==> src/rtl/iiitb_cg_ctrl.sv <==
// Clock-gating controller: per-domain idle detection drops ICG enables, and a
// round-robin arbiter re-enables at most one gated domain per cycle.
module iiitb_cg_ctrl #(
    parameter int N_DOM    = 4,
    parameter int IDLE_CYC = 8,
    parameter int WAKE_CYC = 2
) (
    input  logic                         clk,
    input  logic                         rst,
    input  logic [N_DOM-1:0]             busy,
    input  logic [N_DOM-1:0]             req,
    input  logic                         cg_bypass,
    output logic [N_DOM-1:0]             cg_en,
    output logic [N_DOM-1:0]             ready,
    output logic [$clog2(N_DOM+1)-1:0]   n_off
);

    localparam int MAX_CYC = (IDLE_CYC > WAKE_CYC) ? IDLE_CYC : WAKE_CYC;
    localparam int CNT_W   = $clog2(MAX_CYC + 1);
    localparam int PTR_W   = $clog2(N_DOM);
    localparam int OFF_W   = $clog2(N_DOM + 1);
    localparam logic [CNT_W-1:0] IDLE_LAST = CNT_W'(IDLE_CYC - 1);
    localparam logic [CNT_W-1:0] WAKE_LAST = CNT_W'(WAKE_CYC - 1);

    typedef enum logic [1:0] {ST_RUN, ST_IDLE_CNT, ST_OFF, ST_WAKE} dom_state_t;

    logic [N_DOM-1:0] pending;
    logic [N_DOM-1:0] grant;
    logic [N_DOM-1:0] off_next;
    logic [PTR_W-1:0] rr_ptr_reg, rr_ptr_next;
    logic [OFF_W-1:0] n_off_reg, n_off_next;

    genvar gi;
    generate
        for (gi = 0; gi < N_DOM; gi++) begin : g_dom
            dom_state_t       state_reg, state_next;
            logic [CNT_W-1:0] cnt_reg, cnt_next;
            logic             cg_en_reg, ready_reg;
            logic             idle;

            assign idle         = !busy[gi] && !req[gi] && !cg_bypass;
            assign pending[gi]  = (state_reg == ST_OFF) && (busy[gi] || req[gi] || cg_bypass);
            assign off_next[gi] = (state_next == ST_OFF);
            assign cg_en[gi]    = cg_en_reg;
            assign ready[gi]    = ready_reg;

            always_comb begin
                state_next = state_reg;
                cnt_next   = cnt_reg;
                case (state_reg)
                    ST_RUN: begin
                        if (idle) begin
                            if (IDLE_CYC == 1) begin
                                state_next = ST_OFF;
                                cnt_next   = '0;
                            end else begin
                                state_next = ST_IDLE_CNT;
                                cnt_next   = CNT_W'(1);
                            end
                        end
                    end
                    ST_IDLE_CNT: begin
                        if (!idle) begin
                            state_next = ST_RUN;
                            cnt_next   = '0;
                        end else if (cnt_reg == IDLE_LAST) begin
                            state_next = ST_OFF;
                            cnt_next   = '0;
                        end else begin
                            cnt_next = cnt_reg + 1'b1;
                        end
                    end
                    ST_OFF: begin
                        if (grant[gi]) begin
                            state_next = ST_WAKE;
                            cnt_next   = '0;
                        end
                    end
                    ST_WAKE: begin
                        // Inputs are ignored here so the enable is held for the full settle time.
                        if (cnt_reg == WAKE_LAST) begin
                            state_next = ST_RUN;
                            cnt_next   = '0;
                        end else begin
                            cnt_next = cnt_reg + 1'b1;
                        end
                    end
                    default: begin
                        state_next = ST_RUN;
                        cnt_next   = '0;
                    end
                endcase
            end

            // Outputs are registered from the next state so the ICG sees a glitch-free enable.
            always_ff @(posedge clk) begin
                if (rst) begin
                    state_reg <= ST_RUN;
                    cnt_reg   <= '0;
                    cg_en_reg <= 1'b1;
                    ready_reg <= 1'b1;
                end else begin
                    state_reg <= state_next;
                    cnt_reg   <= cnt_next;
                    cg_en_reg <= (state_next != ST_OFF);
                    ready_reg <= (state_next == ST_RUN) || (state_next == ST_IDLE_CNT);
                end
            end
        end
    endgenerate

    // Round-robin search from rr_ptr; first pending OFF domain wins.
    always_comb begin
        logic             found;
        logic [PTR_W:0]   sum;
        logic [PTR_W-1:0] sel;
        grant       = '0;
        rr_ptr_next = rr_ptr_reg;
        found       = 1'b0;
        sum         = '0;
        sel         = '0;
        for (int k = 0; k < N_DOM; k++) begin
            sum = {1'b0, rr_ptr_reg} + (PTR_W+1)'(k);
            if (sum >= (PTR_W+1)'(N_DOM))
                sum = sum - (PTR_W+1)'(N_DOM);
            sel = sum[PTR_W-1:0];
            if (!found && pending[sel]) begin
                found       = 1'b1;
                grant[sel]  = 1'b1;
                rr_ptr_next = (sel == PTR_W'(N_DOM - 1)) ? '0 : sel + 1'b1;
            end
        end
    end

    always_comb begin
        n_off_next = '0;
        for (int k = 0; k < N_DOM; k++)
            n_off_next = n_off_next + OFF_W'(off_next[k]);
    end

    always_ff @(posedge clk) begin
        if (rst) begin
            rr_ptr_reg <= '0;
            n_off_reg  <= '0;
        end else begin
            rr_ptr_reg <= rr_ptr_next;
            n_off_reg  <= n_off_next;
        end
    end

    assign n_off = n_off_reg;

endmodule

==> config.mk <==
export PLATFORM = sky130hd
export DESIGN_NAME = iiitb_cg_ctrl
export DESIGN_NICKNAME = d
export VERILOG_FILES = /design/src/rtl/iiitb_cg_ctrl.sv
export SDC_FILE = /design/constraint.sdc
export NUM_CORES = 1
export LEC_CHECK = 0
export CAP_MARGIN = 40
export CORE_ASPECT_RATIO = 2
export CORE_UTILIZATION = 43
export DETAILED_ROUTE_END_ITERATION = 12
export PLACE_DENSITY = 0.61
export RECOVER_POWER = 25
export SLEW_MARGIN = 20
export SYNTH_ARGS = -nofsm -noshare
export SYNTH_HDL_FRONTEND = slang
export SYNTH_SLANG_ARGS = --single-unit
==> constraint.sdc <==
create_clock -name clk -period 5.1 [get_ports clk]
set_clock_uncertainty 0.05 [all_clocks]
set_input_delay 0.51 -clock clk [delete_from_list [all_inputs] [get_ports clk]]
set_output_delay 0.51 -clock clk [all_outputs]
set_load 0.05 [all_outputs]
==> flow_summary.toml, run 1 <==
[layout]
layout.nets = 375
regArea_um2 = 741
fillerInstances = 607
largest_reg_flops = 16
area_delta_synth_final_pct = 12.6
finalNonFillerCells = 431
multiInputGateArea_um2 = 1750
layout_commonest_cell = "dfxtp_1"
drive_above_1_share = 0.0922
layout_common_cells = "dfxtp_1, nor2_1, nand2_1"
num_antenna_cells = 0

[synthesis]
ys_warn_count = 0
synth_edf_count = 0
synth_xor_area_frac = 0.00966
synth_top_area_frac = 0.272
synthArstFlopShare = 0
synth_ff_type = "dfxtp_1"
yosys.area.top_type = "dfxtp_1"
yosysUniqueCellTypes = 68
syn-instance-count = 338
synth_area_leaders = "dfxtp_1, ha_1, nor2_1, nand2_1, a21oi_1"
yosysSeqAreaShare = 0.272
synth_area_um2 = 2720
synth_adder_area_share = 0.0856
avgSynthCellArea_um2 = 8.04
synthMuxAreaShare = 0.0156
synth_top_family_by_area = "simple AND/OR/NAND/NOR gates"
synth-seq-cells = 37
synth_nets = 367
synthSimpleGateAreaFrac = 0.266
synth_compound_gate_area_share = 0.266

[setup_path]
startpoint = "cg_bypass"
path_max_fanout = 8
cp-start-kind = "primary input"
critPathKind = "primary input to flop"
reg2reg_depth = 13
worst_ep_arrival_time_ns = 4.37
rr_startpoint = "g_dom[0].state_reg[1]"
cp.required_ns = 5.21
crit_path_end_kind = "flop"

[status]
status = "finished clean"

[min_path]
hp-start = "g_dom[1].cnt_reg[1]"
hp-class = "flop to flop"
holdPathStages = 2

[clock_tree]
clock-sinks = 37
cts_buffer_depth = 2
cts_hold_buf = 0
cts-root-buf = "clkbuf_16"
htree_levels = 2
cts_tree = "yes"
clk_latency_ns = 0.29
cts_resized = 0
cts.clk_slew.worst_paths_ns = 0.06
post_cts_buffers = 0
cts_buffers = 5

[grt]
first_global_vias = 2397
grt_pass1_wl_um = 11400
grt_use_total = 0.225
grt_remaining_overflow = 0
antenna_found_initial = 0
grt_max_degree = 30

[timing]
report.final.slew_viol_count = 0
slew_headroom = 0.601
period_share = 0.835
tns_ns = 0
hold_ws_ns = 0.437
setup-violations-final = 0
fmax_ghz = 0.235
max_slew.worst_pin.slew_ns = 0.593
grt_setup_unrepaired = "no"
period_needed_ns = 4.26
final_hold_viol_count = 0

[route]
vias = 2474
firstDrtPassIters = 4
wirelength_um = 6910
postRouteAntennaNets = 0
wl_per_cell_um = 16.0
drt_iter0_drc = 91
viasPerCell = 5.74
drc = 0

[floorplan]
die_area_um2 = 6660
die_h_um = 114
io_pins = 22
chipWidth_um = 58.2
start_util = 0.449
rows = 40
core-area_um2 = 6060

[power_and_ir_drop]
power-per-cell-area_nw_per_um2 = 242
ir_drop_v = 0.000157
p_leak_nw = 1.15

[place]
gp_congestion = 0.915
placedCellCount = 423
portBuffers = 21
hpwl_um = 5270

[flow_run]
maxCapViolCount = 0
-- metrics by stage --
step / worst slack [ns] / instance area [um2] / util / power, mW
floorplan: 1.24 / 2720 / - / 0.409
CTS: 0.923 / 3070 / 0.506 / 0.749
global placement: 0.699 / 2930 / 0.483 / 0.447
detailed placement: 0.624 / 2930 / 0.483 / 0.447
finish: 0.841 / 3060 / 0.506 / 0.740
global route: 0.637 / 3060 / 0.506 / 0.777
-- where the power goes --
group | total (mW) | switching [mW] | internal (mW)
Clock | 0.299 | 0.120 | 0.179
Combinational | 0.132 | 0.0807 | 0.0516
Sequential | 0.308 | 0.0108 | 0.298
Total | 0.740 | 0.211 | 0.529
-- worst max-delay path, cell delays in order --
cell	delay [ns]
dlygate4sd3_1	0.65
or3_1	0.53
a2111o_1	0.41
a2111oi_2	0.40
or3_1	0.39
a21o_1	0.21
nor2_1	0.06
nor2b_1	0.22
fa_1	0.46
inv_1	0.06
ha_1	0.13
ha_1	0.21
nor2b_1	0.12
-- cell families (layout without fill, tap and decap cells) --
family | Yosys count | in the layout
DFF | 37 | 37
and+or+nand+nor | 138 | 138
AOI/OAI and AO/OA | 92 | 92
muxes | 3 | 3
xor gates and xnor gates | 3 | 3
buffers and inverters | 47 | 56
adders and majority gates | 18 | 18
-- final timing paths --
check | end | slack (ns)
worst max-delay path | n_off[1] | 0.84
worst min-delay path | g_dom[1].cnt_reg[1] | 0.44
worst max register to register | n_off[1] | 1.20
worst min register to register | g_dom[1].cnt_reg[1] | 0.44
-- area by class of cell --
| cell class | count | area share |
|---|---|---|
| clock buffers | 6 | 0.0421 |
| flip-flops and latches | 37 | 0.242 |
| repair buffers | 27 | 0.0821 |
| multi-input cells | 254 | 0.570 |
| inverters | 21 | 0.0257 |
| well taps | 84 | 0.0343 |
| clock inverters | 2 | 0.00327 |
-- Yosys cell counts, types with 3 or more instances --
library cell  count
o211ai_1          4
a22o_1            3
buf_2             5
nand2b_1          5
nor4_1            5
o21ai_0           5
inv_1            20
or3_1             9
nor3_1           10
o21ai_1           7
a21o_1            4
o31ai_1           6
nand3_1          12
nand2_1          30
ha_1             17
clkbuf_1         10
nor3b_1           6
a21oi_1          21
a22oi_1           3
a2111oi_2         3
nand4_1           3
a31oi_1           6
nor2_1           32
a32oi_1           3
buf_4             9
nor2b_1           8
dfxtp_1          37
o32ai_1           3
nand3b_1          4
-- per-layer routing --
metal | part of all wire | GRT usage
met1 | 0.37 | 0.217
met2 | 0.54 | 0.416
met3 | 0.028 | 0.0395
met4 | 0.057 | 0.148
met5 | 0 | 0
Note: power is estimated with default switching activity, not from simulation.
==> run 2: changes to the inputs <==
- PLACE_DENSITY: 0.61 -> 0.63
- clock period: 5.1 -> 3.8 ns (I/O delays scaled with it)
==> run 2 against run 1 <==
  * Final area is 10% higher
  * Global-route usage is 2.2 points higher
  * Total power rose by 38%
  * Worst hold slack improved by 0.0059 ns
  * Sequential power is 33% higher
  * Non-clock buffer count rose by 39
  * Final cell count rose by 9.0%
  * Critical path depth stayed put
  * Critical path type unchanged
  * Critical endpoint unchanged
  * Largest cell class unchanged
  * Highest routed layer unchanged
==> flow_summary.toml, run 2 (synthesized netlist as in run 1, its figures left out) <==
[status]
status = "finished clean"

[power_and_ir_drop]
ir_drop_v = 0.000247
switching_power_mw = 0.289
p_leak_nw = 1.35
power_mw = 1.02
p_int_mw = 0.729
pwr-share-clk = 0.391
power-per-cell-area_nw_per_um2 = 302
p_sw_frac = 0.284
pwr-share-comb = 0.206
seq_power_share = 0.403

[place]
pre_cts_ws_ns = -0.253
hpwl_um = 5850
portBuffers = 21
gp_congestion = 0.964

[timing]
fin_ws_ns = 0.219
tns_ns = 0
setup-violations-final = 0
final_hold_viol_count = 0
slew_headroom = 0.611
max_slew.worst_pin.slew_ns = 0.579
period_share = 0.942
report.final.slew_viol_count = 0
fmax_ghz = 0.279
grt_setup_unrepaired = "no"
hold_ws_ns = 0.443
period_needed_ns = 3.58

[grt]
first_global_vias = 2622
grt_max_degree = 19
antenna_found_initial = 0
grt_use_total = 0.247
grt_remaining_overflow = 0
grt_pass1_wl_um = 12400

[clock_tree]
clock-sinks = 37
clk_latency_ns = 0.28
cts_buffers = 5
cts_hold_buf = 0
cts.clk_slew.worst_paths_ns = 0.06
htree_levels = 2
cts_resized = 0
post_cts_buffers = 0
cts_tree = "yes"
cts-root-buf = "clkbuf_16"
cts_buffer_depth = 2

[layout]
num_antenna_cells = 0
largest_reg_flops = 16
layout_common_cells = "buf_4, dfxtp_1, nor2_1"
fillerInstances = 574
layout_commonest_cell = "buf_4"
area_delta_synth_final_pct = 24.0
multiInputGateArea_um2 = 1750
final_util = 0.557
drive_above_1_share = 0.189
regArea_um2 = 741
layout.nets = 414

[flow_run]
maxCapViolCount = 0

[setup_path]
worst_ep_arrival_time_ns = 3.70
cp-start-kind = "primary input"
cpPeakStageDelay_ns = 0.53
cp_cell_sequence = "clkdlybuf4s50_1, or3_1, nand3b_1, mux4_2, a2111oi_2, o211ai_1, nor2_1, a31oi_1, fa_1, inv_1, ha_1, ha_1, nor2b_1"
crit_slowest_cell = "fa_1"
path_common_cell = "ha_1"
r2r_setup_slack_ns = 0.29
cp.required_ns = 3.92
crit_buf_inv = 2
startpoint = "req[1]"
reg2reg_depth = 15
critical_path_cell_count = 13
crit_path_end_kind = "flop"
reg2reg_to = "n_off[1]"
critPathKind = "primary input to flop"
path_delay_family = "adder cells"
rr_startpoint = "rr_ptr_reg[1]"
path_max_fanout = 4
crit_end = "n_off[1]"

[floorplan]
die_area_um2 = 6660
io_pins = 22
start_util = 0.449
chipWidth_um = 58.2
die_h_um = 114
rows = 40
core-area_um2 = 6060

[route]
routed-wl-met2_um = 4040
wl_met3_um = 183
highest_layer = "met4"
vias = 2658
firstDrtPassIters = 4
postRouteAntennaNets = 0
wirelength_um = 7390
wl_met1_um = 2610
viasPerCell = 5.66
wl_per_cell_um = 15.7
drt_iter0_drc = 128
drc = 0

[min_path]
hp-class = "flop to flop"
holdPathStages = 2
-- run 2: cell types whose count changed in the layout (fill, tap and decap cells not counted), sizes merged --
cell | previous run | this run
buf | 5 | 42
dlygate4sd3 | 11 | 9
clkbuf | 7 | 9
dlymetal6s2s | 0 | 1
clkdlybuf4s50 | 10 | 11
-- run 2: power groups by stage --
stage / sequential, mW / combinational, mW / clock (mW)
finish: 0.410 / 0.210 / 0.399
floorplan: 0.419 / 0.131 / 0
detailed placement: 0.419 / 0.208 / 0
global route: 0.412 / 0.228 / 0.431
global placement: 0.418 / 0.205 / 0
CTS: 0.410 / 0.209 / 0.408
-- run 2: how the worst min path moves through the flow --
stage / from / to / slack (ns)
floorplan: g_dom[1].cnt_reg[1] / g_dom[1].cnt_reg[1] / 0.41
global placement: g_dom[1].cnt_reg[1] / g_dom[1].cnt_reg[1] / 0.43
detailed placement: g_dom[1].cnt_reg[1] / g_dom[1].cnt_reg[1] / 0.44
CTS: g_dom[1].cnt_reg[1] / g_dom[1].cnt_reg[1] / 0.45
global route: g_dom[1].cnt_reg[2] / g_dom[1].cnt_reg[2] / 0.47
finish: g_dom[1].cnt_reg[1] / g_dom[1].cnt_reg[1] / 0.44
-- run 2: area by class of cell --
| type | count | area share |
|---|---|---|
| clock buffer | 6 | 0.0382 |
| tap | 84 | 0.0312 |
| sequential | 37 | 0.220 |
| multi-input combinational | 254 | 0.520 |
| inverter | 21 | 0.0238 |
| clock inverter | 2 | 0.00297 |
| timing repair buffer | 66 | 0.164 |
-- run 2: stage by stage --
step	instances	cell area [um2]
after floorplan	338	2720
after global placement	461	3210
after detailed placement	462	3230
after CTS	470	3370
after global routing	470	3370
final	470	3370
-- run 2: layer usage --
layer	global-route usage	up-vias
li1	-	1307
met1	0.229	1252
met2	0.452	62
met3	0.0384	37
met4	0.200	0
met5	0	-
-- run 2: worst reg2reg max path, stage by stage (launching register included) --
cell and delay, ns:
dfxtp_1 0.32, inv_1 0.11, ha_1 0.48, buf_4 0.22
nor3b_1 0.06, a32oi_1 0.22, nor2_1 0.09, a2111oi_2 0.34
o211ai_1 0.20, nor2_1 0.12, a31oi_1 0.07, fa_1 0.53
inv_1 0.05, ha_1 0.17, ha_1 0.26, nor2b_1 0.13
==> run 3: changes to the inputs <==
- ABC_AREA: unset -> 1
- PLACE_DENSITY: 0.63 -> 0.64
==> run 3 against run 2 <==
  * Largest cell class unchanged
  * Sequential cell count unchanged
  * Combinational power up 130%
  * Total power up 36%
  * Via count down 9.0%
  * Clock power up 8.8%
  * Highest routed layer unchanged
  * Sequential share of layout area up 3.0 points
==> flow_summary.toml, run 3 <==
[status]
status = "finished clean"

[timing]
final_hold_viol_count = 0
report.final.slew_viol_count = 0
fmax_ghz = 0.297
setup-violations-final = 0
tns_ns = 0
max_slew.worst_pin.slew_ns = 0.511
grt_setup_unrepaired = "no"
slew_headroom = 0.658
period_share = 0.886
period_needed_ns = 3.37

[route]
wirelength_um = 5980
viasPerCell = 5.05
vias = 2419
wl_per_cell_um = 12.5
drc = 0
drt_iter0_drc = 67
postRouteAntennaNets = 0
firstDrtPassIters = 4

[floorplan]
die_h_um = 111
rows = 39
die_area_um2 = 6290
chipWidth_um = 56.6
core-area_um2 = 5710
start_util = 0.449
io_pins = 22

[synthesis]
synth_area_um2 = 2560
syn-instance-count = 396
synth_ff_type = "dfxtp_1"
synth-seq-cells = 37
synth_top_area_frac = 0.289
synth_edf_count = 0
avgSynthCellArea_um2 = 6.47
yosysSeqAreaShare = 0.289
synth_common_cells = "nand2_1, nor2_1, inv_1"
synthArstFlopShare = 0
synth_area_leaders = "dfxtp_1, nand2_1, nor2_1, nand3_1, ha_1"
yosysUniqueCellTypes = 27
synth.most_common_cell = "nand2_1"
yosys.area.top_type = "dfxtp_1"
ys_warn_count = 0
synth_nets = 425

[layout]
num_antenna_cells = 0
drive_above_1_share = 0.110
area_delta_synth_final_pct = 15.9
layout.nets = 446
final_util = 0.520
layout_commonest_cell = "nand2_1"
layout_common_cells = "nand2_1, nor2_1, inv_1"
finalNonFillerCells = 479
largest_reg_flops = 16
fillerInstances = 591
fin_area_um2 = 2970

[place]
hpwl_um = 4780
gp_congestion = 0.933
dpl-instance-area_um2 = 2810
portBuffers = 21
placedCellCount = 471

[setup_path]
path_max_fanout = 6
cp.required_ns = 3.91
rr_startpoint = "rr_ptr_reg[1]"
cp-start-kind = "primary input"
crit_path_end_kind = "flop"
critPathKind = "primary input to flop"
worst_ep_arrival_time_ns = 3.47
startpoint = "cg_bypass"

[min_path]
hp-class = "flop to flop"
hp-start = "g_dom[2].cnt_reg[3]"

[clock_tree]
cts_hold_buf = 0
clock-sinks = 37
post_cts_buffers = 0
cts_resized = 0
cts.clk_slew.worst_paths_ns = 0.05
cts-root-buf = "clkbuf_16"
cts_tree = "yes"
htree_levels = 2
cts_buffer_depth = 2
cts_buffers = 5
clk_latency_ns = 0.28

[grt]
first_global_vias = 2448
grt_pass1_wl_um = 10500
grt_remaining_overflow = 0
grt_max_degree = 17
antenna_found_initial = 0
grt_use_total = 0.212

[power_and_ir_drop]
power-per-cell-area_nw_per_um2 = 465
ir_drop_v = 0.000395
p_leak_nw = 1.43
power_mw = 1.38

[flow_run]
maxCapViolCount = 0
run 3: cell types whose count changed in the layout (fill, tap and decap cells not counted), moves of 6 or more:
cell     previous run  this run
or3_1               8         0
nor2_1             32        60
nand3_2             0        10
buf_4              41         3
inv_1              20        52
nand3_1            12        43
nor3_1             10         2
nand2_2             1         7
inv_2               0         6
nor2b_1             8         0
o21ai_1             7         0
nand2_1            30        94
run 3: final timing paths:
| kind | to | cells after the start | slack (ns) |
|---|---|---|---|
| setup / recovery | n_off[1] | 19 | 0.43 |
| hold / removal | g_dom[2].cnt_reg[3] | 2 | 0.47 |
| setup reg to reg | n_off[1] | 17 | 0.54 |
| hold reg to reg | g_dom[2].cnt_reg[3] | 2 | 0.47 |
run 3: layout make-up:
class	count	area (um2)	share of cell area
clock buffers	7	153	0.0514
clock inverters	1	5.00	0.00168
inverters	58	218	0.0733
multi-input cells	290	1530	0.515
flip-flops and latches	37	741	0.249
well taps	61	76.3	0.0257
repair buffers	25	248	0.0834
run 3: report_power, final:
part / leakage [nW] / internal (mW) / switching (mW) / total, mW
clock: 0.0799 / 0.277 / 0.156 / 0.434
combinational: 1.05 / 0.170 / 0.314 / 0.485
sequential: 0.302 / 0.425 / 0.0389 / 0.464
total: 1.43 / 0.873 / 0.510 / 1.38
run 3: per-stage QoR:
| step | hold WS (ns) | setup slack [ns] |
|---|---|---|
| 5_1_grt | 0.501 | 0.134 |
| 3_5_place_dp | 0.463 | 0.234 |
| 3_3_place_gp | 0.459 | 0.290 |
| 6_report | 0.474 | 0.435 |
| 2_1_floorplan | 0.424 | 0.742 |
| 4_1_cts | 0.474 | 0.526 |
run 3: critical path: stages:
cell           delay (ns)
dlygate4sd3_1        0.53
inv_1                0.16
nand2_1              0.18
nand3_1              0.15
nand2_1              0.07
nand2_1              0.05
nand2_1              0.09
nand3_2              0.14
nor2_1               0.06
nor2_1               0.15
nand2_1              0.07
a21oi_1              0.26
nand2_1              0.12
fa_1                 0.51
inv_1                0.04
ha_1                 0.17
ha_1                 0.27
inv_1                0.05
nor2_1               0.03
run 3: per-layer routing:
metal / vias up / GRT usage / share of wire / wire length (um)
met4: 0 / 0.137 / 0.045 / 267
met2: 34 / 0.402 / 0.56 / 3340
met5: - / 0 / 0 / 0
li1: 1289 / - / - / -
met1: 1078 / 0.195 / 0.38 / 2260
met3: 18 / 0.0408 / 0.020 / 122
run 3: kinds of logic after synthesis:
| kind of cell | after synthesis | share of synthesized area |
|---|---|---|
| AND/OR/NAND/NOR | 235 | 0.429 |
| buffers and inverters | 69 | 0.114 |
| flip-flops | 37 | 0.289 |
| AO/OA/AOI/OAI | 36 | 0.0742 |
| adder cells (fa/ha/maj) | 18 | 0.0908 |
| XOR/XNOR | 1 | 0.00342 |
